<file path="src/rtl/orbus_read_ctl_if.sv">
// Bundle of the OR-bus read controller signals: requester handshakes, source selects and OR-bus data.
// The controller binds the slave modport; requesters/sources (or a bench) bind master.
interface orbus_read_ctl_if #(
  parameter int ADR_W = 20
);
  logic             CPUREQ;
  logic [ADR_W-1:0] CPUADR;
  logic             CPUACK;
  logic [15:0]      CPURDATA;
  logic             HSTREQ;
  logic [ADR_W-1:0] HSTADR;
  logic             HSTACK;
  logic [15:0]      HSTRDATA;
  logic             RDERR;
  logic             SELMEM;
  logic             SELTRACE;
  logic             SELSTATE;
  logic             SELBRK;
  logic             SELHOSTIF;
  logic             SELDF;
  logic             SLDFLASH;
  logic             SRCRDY;
  logic [15:0]      MDR_RAM;
  logic             BUSY;

  modport slave (
    input  CPUREQ, CPUADR, HSTREQ, HSTADR, SRCRDY, MDR_RAM,
    output CPUACK, CPURDATA, HSTACK, HSTRDATA, RDERR,
           SELMEM, SELTRACE, SELSTATE, SELBRK, SELHOSTIF, SELDF, SLDFLASH, BUSY
  );

  modport master (
    output CPUREQ, CPUADR, HSTREQ, HSTADR, SRCRDY, MDR_RAM,
    input  CPUACK, CPURDATA, HSTACK, HSTRDATA, RDERR,
           SELMEM, SELTRACE, SELSTATE, SELBRK, SELHOSTIF, SELDF, SLDFLASH, BUSY
  );
endinterface

</file>
<file path="src/rtl/orbus_read_ctl.sv">
// OR-bus read-cycle controller: round-robin CPU/host arbitration, source decode, capture of MDR_RAM.
// Optional read timeout is built only when ORBUS_TMO_EN is defined.
module orbus_read_ctl #(
  parameter int ADR_W = 20,
  parameter int TMO_W = 8
) (
  input logic            CLK,
  input logic            RESB,
  orbus_read_ctl_if.slave bus
);

  typedef enum logic [1:0] {
    ST_IDLE = 2'd0,
    ST_SEL  = 2'd1,
    ST_DONE = 2'd2
  } state_e;

  localparam logic OWN_CPU = 1'b0;
  localparam logic OWN_HST = 1'b1;

  state_e      state_q, state_d;
  logic        owner_q, owner_d;
  logic        last_q, last_d;
  // Only the top four address bits take part in the decode, so only they are latched.
  logic [3:0]  tag_q, tag_d;
  logic [15:0] cpu_rdata_q, cpu_rdata_d;
  logic [15:0] hst_rdata_q, hst_rdata_d;
  logic        err_q, err_d;

  logic        cpu_wins;
  logic        tmo_hit;
  logic        sel_mem, sel_trace, sel_state, sel_brk, sel_hostif, sel_df, sl_dflash;
  logic        unused_adr;

  assign unused_adr = ^{bus.CPUADR[ADR_W-5:0], bus.HSTADR[ADR_W-5:0]};

  // On a tie the requester that was not served last wins; a lone request always wins.
  assign cpu_wins = bus.CPUREQ && (!bus.HSTREQ || (last_q == OWN_HST));

`ifdef ORBUS_TMO_EN
  // The SEL cycle being evaluated is itself counted, so the timeout lands on SEL cycle 2^TMO_W-1.
  localparam logic [TMO_W-1:0] TMO_LAST = TMO_W'((1 << TMO_W) - 2);

  logic [TMO_W-1:0] tmo_cnt_q, tmo_cnt_d;

  always_ff @(posedge CLK or negedge RESB) begin
    if (!RESB) begin
      tmo_cnt_q <= '0;
    end else begin
      tmo_cnt_q <= tmo_cnt_d;
    end
  end

  always_comb begin
    tmo_cnt_d = tmo_cnt_q;
    if (state_q == ST_IDLE) begin
      tmo_cnt_d = '0;
    end else if (state_q == ST_SEL) begin
      tmo_cnt_d = tmo_cnt_q + TMO_W'(1);
    end
  end

  assign tmo_hit = (state_q == ST_SEL) && (tmo_cnt_q == TMO_LAST);
`else
  logic [TMO_W-1:0] unused_tmo;

  assign unused_tmo = '0;
  assign tmo_hit    = 1'b0;
`endif

  always_ff @(posedge CLK or negedge RESB) begin
    if (!RESB) begin
      state_q     <= ST_IDLE;
      owner_q     <= OWN_CPU;
      last_q      <= OWN_HST;
      tag_q       <= '0;
      cpu_rdata_q <= '0;
      hst_rdata_q <= '0;
      err_q       <= 1'b0;
    end else begin
      state_q     <= state_d;
      owner_q     <= owner_d;
      last_q      <= last_d;
      tag_q       <= tag_d;
      cpu_rdata_q <= cpu_rdata_d;
      hst_rdata_q <= hst_rdata_d;
      err_q       <= err_d;
    end
  end

  always_comb begin
    state_d     = state_q;
    owner_d     = owner_q;
    last_d      = last_q;
    tag_d       = tag_q;
    cpu_rdata_d = cpu_rdata_q;
    hst_rdata_d = hst_rdata_q;
    err_d       = err_q;

    unique case (state_q)
      ST_IDLE: begin
        if (bus.CPUREQ || bus.HSTREQ) begin
          owner_d = cpu_wins ? OWN_CPU : OWN_HST;
          last_d  = cpu_wins ? OWN_CPU : OWN_HST;
          tag_d   = cpu_wins ? bus.CPUADR[ADR_W-1 -: 4] : bus.HSTADR[ADR_W-1 -: 4];
          err_d   = 1'b0;
          state_d = ST_SEL;
        end
      end
      ST_SEL: begin
        // A late ready still wins over a timeout in the same cycle.
        if (bus.SRCRDY) begin
          if (owner_q == OWN_CPU) begin
            cpu_rdata_d = bus.MDR_RAM;
          end else begin
            hst_rdata_d = bus.MDR_RAM;
          end
          err_d   = 1'b0;
          state_d = ST_DONE;
        end else if (tmo_hit) begin
          if (owner_q == OWN_CPU) begin
            cpu_rdata_d = 16'hFFFF;
          end else begin
            hst_rdata_d = 16'hFFFF;
          end
          err_d   = 1'b1;
          state_d = ST_DONE;
        end
      end
      ST_DONE: begin
        state_d = ST_IDLE;
      end
      default: begin
        state_d = ST_IDLE;
      end
    endcase
  end

  // Selects are driven only while in SEL; SLDFLASH rides with the DataFlash select alone.
  always_comb begin
    sel_mem    = 1'b0;
    sel_trace  = 1'b0;
    sel_state  = 1'b0;
    sel_brk    = 1'b0;
    sel_hostif = 1'b0;
    sel_df     = 1'b0;
    sl_dflash  = 1'b0;
    if (state_q == ST_SEL) begin
      if (!tag_q[3]) begin
        sel_mem = 1'b1;
      end else begin
        unique case (tag_q[2:1])
          2'b00:   sel_trace = 1'b1;
          2'b01:   sel_state = 1'b1;
          2'b10:   sel_brk   = 1'b1;
          default: begin
            if (tag_q[0]) begin
              sel_df    = 1'b1;
              sl_dflash = 1'b1;
            end else begin
              sel_hostif = 1'b1;
            end
          end
        endcase
      end
    end
  end

  assign bus.SELMEM    = sel_mem;
  assign bus.SELTRACE  = sel_trace;
  assign bus.SELSTATE  = sel_state;
  assign bus.SELBRK    = sel_brk;
  assign bus.SELHOSTIF = sel_hostif;
  assign bus.SELDF     = sel_df;
  assign bus.SLDFLASH  = sl_dflash;

  assign bus.CPUACK   = (state_q == ST_DONE) && (owner_q == OWN_CPU);
  assign bus.HSTACK   = (state_q == ST_DONE) && (owner_q == OWN_HST);
  assign bus.RDERR    = (state_q == ST_DONE) && err_q;
  assign bus.BUSY     = (state_q != ST_IDLE);
  assign bus.CPURDATA = cpu_rdata_q;
  assign bus.HSTRDATA = hst_rdata_q;

endmodule

</file>
<file path="src/flat_wrapper.sv">
// flat-port wrapper written by rule: the top's interface ports become plain ports
module orbus_read_ctl_flat 
#(
  parameter int ADR_W = 20,
  parameter int TMO_W = 8
)
  (CLK, RESB, bus_CPUREQ, bus_CPUADR, bus_HSTREQ, bus_HSTADR, bus_SRCRDY, bus_MDR_RAM, bus_CPUACK, bus_CPURDATA, bus_HSTACK, bus_HSTRDATA, bus_RDERR, bus_SELMEM, bus_SELTRACE, bus_SELSTATE, bus_SELBRK, bus_SELHOSTIF, bus_SELDF, bus_SLDFLASH, bus_BUSY);
  orbus_read_ctl_if #(.ADR_W(ADR_W)) bus_i ();
  input logic CLK;
  input logic RESB;
  input wire logic [$bits(bus_i.CPUREQ)-1:0] bus_CPUREQ;
  input wire logic [$bits(bus_i.CPUADR)-1:0] bus_CPUADR;
  input wire logic [$bits(bus_i.HSTREQ)-1:0] bus_HSTREQ;
  input wire logic [$bits(bus_i.HSTADR)-1:0] bus_HSTADR;
  input wire logic [$bits(bus_i.SRCRDY)-1:0] bus_SRCRDY;
  input wire logic [$bits(bus_i.MDR_RAM)-1:0] bus_MDR_RAM;
  output wire logic [$bits(bus_i.CPUACK)-1:0] bus_CPUACK;
  output wire logic [$bits(bus_i.CPURDATA)-1:0] bus_CPURDATA;
  output wire logic [$bits(bus_i.HSTACK)-1:0] bus_HSTACK;
  output wire logic [$bits(bus_i.HSTRDATA)-1:0] bus_HSTRDATA;
  output wire logic [$bits(bus_i.RDERR)-1:0] bus_RDERR;
  output wire logic [$bits(bus_i.SELMEM)-1:0] bus_SELMEM;
  output wire logic [$bits(bus_i.SELTRACE)-1:0] bus_SELTRACE;
  output wire logic [$bits(bus_i.SELSTATE)-1:0] bus_SELSTATE;
  output wire logic [$bits(bus_i.SELBRK)-1:0] bus_SELBRK;
  output wire logic [$bits(bus_i.SELHOSTIF)-1:0] bus_SELHOSTIF;
  output wire logic [$bits(bus_i.SELDF)-1:0] bus_SELDF;
  output wire logic [$bits(bus_i.SLDFLASH)-1:0] bus_SLDFLASH;
  output wire logic [$bits(bus_i.BUSY)-1:0] bus_BUSY;
  assign bus_i.CPUREQ = bus_CPUREQ;
  assign bus_i.CPUADR = bus_CPUADR;
  assign bus_i.HSTREQ = bus_HSTREQ;
  assign bus_i.HSTADR = bus_HSTADR;
  assign bus_i.SRCRDY = bus_SRCRDY;
  assign bus_i.MDR_RAM = bus_MDR_RAM;
  assign bus_CPUACK = bus_i.CPUACK;
  assign bus_CPURDATA = bus_i.CPURDATA;
  assign bus_HSTACK = bus_i.HSTACK;
  assign bus_HSTRDATA = bus_i.HSTRDATA;
  assign bus_RDERR = bus_i.RDERR;
  assign bus_SELMEM = bus_i.SELMEM;
  assign bus_SELTRACE = bus_i.SELTRACE;
  assign bus_SELSTATE = bus_i.SELSTATE;
  assign bus_SELBRK = bus_i.SELBRK;
  assign bus_SELHOSTIF = bus_i.SELHOSTIF;
  assign bus_SELDF = bus_i.SELDF;
  assign bus_SLDFLASH = bus_i.SLDFLASH;
  assign bus_BUSY = bus_i.BUSY;
  orbus_read_ctl #(.ADR_W(ADR_W), .TMO_W(TMO_W)) u_core (.CLK(CLK), .RESB(RESB), .bus(bus_i));
endmodule
</file>
<file path="config.mk">
export PLATFORM = sky130hd
export DESIGN_NAME = orbus_read_ctl_flat
export DESIGN_NICKNAME = d
export VERILOG_FILES = /design/src/rtl/orbus_read_ctl_if.sv /design/src/rtl/orbus_read_ctl.sv /design/src/flat_wrapper.sv
export SDC_FILE = /design/constraint.sdc
export NUM_CORES = 1
export LEC_CHECK = 0
export ABC_AREA = 1
export BUFFER_PORTS_ARGS = -buffer_cell sky130_fd_sc_hd__buf_2
export CORE_ASPECT_RATIO = 0.8
export CORE_UTILIZATION = 47
export DETAILED_ROUTE_END_ITERATION = 8
export GPL_ROUTABILITY_DRIVEN = 0
export PLACE_DENSITY_LB_ADDON = 0.05
export SLEW_MARGIN = 20
export SYNTH_ARGS = -nofsm -noshare
export SYNTH_HDL_FRONTEND = slang
export SYNTH_SLANG_ARGS = --single-unit
</file>
<file path="constraint.sdc">
create_clock -name CLK -period 1.82 [get_ports CLK]
set_input_delay 0.364 -clock CLK [delete_from_list [all_inputs] [get_ports CLK]]
set_output_delay 0.364 -clock CLK [all_outputs]
set_load 0.005 [all_outputs]
</file>
==> results.md <==
- Top-count cell post-synth: nand2_1
- Vias in the first global route: 1,271
- FF-to-FF End: u_core.bus.CPURDATA[15]
- Origin of the critical flop-to-flop path: u_core.state_q[0]
- First-pass GRT wire length: between 5000 and 6000 um
- Skew-Pair Late Insertion Delay: 0.28 ns
- FFs w/ async S/R, synth: 100.0%
- DR pass1 iterations: 4
- # IOs: 104
- Drt drc: 0
- Adder-Cell Fraction of Synth Area: 0%
- Tmin final: 1.713 ns
- Critical path type: register to output port
- Tot Pwr: 3.654 mW
- Port bufs: 70
- RSZ-0062 raised after global routing: no
- Clk buf depth: 2
- Layout cell share with drive strength beyond 1: 45.25%
- Routed Antenna Nets: 0
- Hpwl dp: 2539 um
- VDD IR-drop max: 0.001025 V
- Mux cell area share after synthesis: 0%
- Setup violations, final: 0
- R2R setup slack: roughly 0.40 ns
- Die height: slightly below 60 um
- Largest stage delay, worst path: ~0.41 ns
- Syn. warnings: 0
- Hold buffer count at CTS: 0
- Initial Util: 51.45%
- Syn Inst Count: 190
- Maxcap violations: 0
- Largest family of logic cells by synthesized area: simple AND/OR/NAND/NOR gates
- Final #Nets: 323
- Critical-path top delay cell: dfrtp_1
- Reg clk slew, reported paths: 0.07 ns
- Mapped cell area: 1847 um^2
- Via-to-Cell Ratio: between 4 and 5
- GR Util All Layers: about 18%
- Total Neg Setup Slack: 0 ns
- Hold WC Path Type: input pin to async pin
- CP startpoint kind: register
- Syn nets: between 200 and 300
- Status: completed
- Wire length per cell: 10.77 um
- Ranking of synthesized cells by area: dfrtp_1 (53%), o21ai_2 (15%), nand2_1 (11%)
- Htree depth: 2
- Antenna violations before repair: 0
- Library cells used by synthesis: 17
- Die X-Extent: 72.08 um
- Area share of and/or/nand/nor cells after synthesis: a little under a fifth
- Crit path cell chain: inv_2 > nor2_4 > nand2_1 > nor3b_2 > buf_2
- Skew final: 0.006713 ns
- Worst Path Max Fanout: 4
- Die area: around 4200 um^2
- Post-synth EDFFs: 0
- Sink Count: 40
- Core Box Area: 3590 um^2
- Post-synth top cells: nand2_1 (52), dfrtp_1 (39), o21ai_2 (32)
- Area share of the largest cell type after synthesis: 52.85%
- CTS Root Cell: clkbuf_8
- Synth area leader: dfrtp_1
- Synth Area in Compound Gates: 15.99%
- DR vias: 1,422
- LEAKAGE: 1.310 nW
- Largest net degree at the start of global routing: 33
- PD cells: ~1600 nW/um^2
- CTS tree: yes
- Final hold violations: 0
- Area grow syn2layout: 25.34%
- Grt ovf: 0
- Xor/xnor share of the synthesized area: 0%
- CTS Buf Count: 5
- Slew Viols, Final: 0
- Final period utilization: 94.12%
- FP Rows: 19
- Diodes inserted: 0
- Initial DRC Count: 58
- Critical Path AT: 1.35 ns
- Crit. End Element: output port
- WL final: 3393 um
- Synthesized area per cell: approximately 9.7 um^2
- Filler cells: 341
- CP required: 1.46 ns
- Seq/Total Area, Yosys: a little over half
- Yosys reg bits: 40
- Post-synth top flop: dfrtp_1
- Highest Clock Rate: 583.8 MHz
- FF-to-FF path depth: 5
[state kept, by name (all words and copies together), names as in the netlist]
| register | cells |
|---|---|
| u_core.bus.CPURDATA | 16 |
| u_core.bus.HSTRDATA | 16 |
| u_core.tag_q | 4 |
| u_core.state_q | 2 |
| u_core.last_q | 1 |
| u_core.owner_q | 1 |
[final cells by class]
type	count	area, um^2	area share (%)
sequential	40	1002	43.30
multi-input combinational	110	646.9	27.95
timing repair buffer	73	372.9	16.11
inverter	32	120.1	5.189
clock buffer	6	72.57	3.135
tap	52	65.06	2.811
clock inverter	2	35.03	1.514
[timing repair]
item	CTS	global route
gates resized for setup	0	1
endpoints found under the hold margin	0	0
setup endpoints to repair	0	2
buffers inserted	0	1
[how the worst max path moves through the flow]
stage	cells past startpoint	slack, ns	end	from
after floorplan	5	0.35	bus_SLDFLASH	u_core.state_q[0]
after global placement	5	0.38	bus_SELDF	u_core.state_q[0]
after detailed placement	5	0.38	bus_SLDFLASH	u_core.state_q[0]
after CTS	5	0.05	bus_SLDFLASH	u_core.state_q[0]
after global routing	5	0.03	bus_SELDF	u_core.state_q[0]
final	5	0.11	bus_SLDFLASH	u_core.state_q[0]
[metal layers]
| layer | wire length (um) | track usage (%) | share of wire (%) | vias up |
|---|---|---|---|---|
| li1 | - | - | - | 733 |
| met1 | 1713 | 24.89 | 50 | 633 |
| met2 | 1444 | 26.97 | 43 | 54 |
| met3 | 219 | 5.043 | 6.5 | 2 |
| met4 | 16 | 5.882 | 0.47 | 0 |
| met5 | 0 | 0 | 0 | - |
[report_power, final]
part	switching, mW	internal, mW
Combinational	0.784	0.629
Sequential	0.249	1.30
Clock	0.282	0.407
[metrics by stage]
step           worst slack [ns]  area [um^2]  std cells  util [%]  hold slack [ns]
4_1_cts                 0.04546         2302        314     64.13          0.02292
3_3_place_gp             0.3758         2195        306     61.14           0.3382
5_1_grt                 0.02824         2315        315     64.48          0.04354
2_1_floorplan            0.3500         1847        190         -          0.06841
6_report                 0.1070         2315        315     64.48          0.01832
3_5_place_dp             0.3787         2195        306     61.14           0.3386
[cell usage in the layout, fill, tap and decap left out, drive strengths merged, types with 2 or more instances in the layout]
cell type | synthesis | final
buf | 8 | 73
nand2 | 52 | 52
dfrtp | 39 | 39
o21ai | 35 | 35
inv | 32 | 32
nand3 | 10 | 10
clkbuf | 0 | 6
nor2 | 6 | 6
nor3 | 3 | 3
nor4 | 2 | 2
[cells by family (layout without fill, tap and decap cells)]
logic type             Yosys count  after routing
AOI/OAI and AO/OA               35             35
DFF                             40             40
buffers and inverters           40            113
and+or+nand+nor                 74             74
other                            1              1
[critical path: cells and delay by family, from the launching register on]
| kind | cells | cell delay [ns] |
|---|---|---|
| buf+inv | 2 | 0.20 |
| simple gates | 3 | 0.45 |
| flops | 1 | 0.41 |
Power figures use the tool's default switching activity.
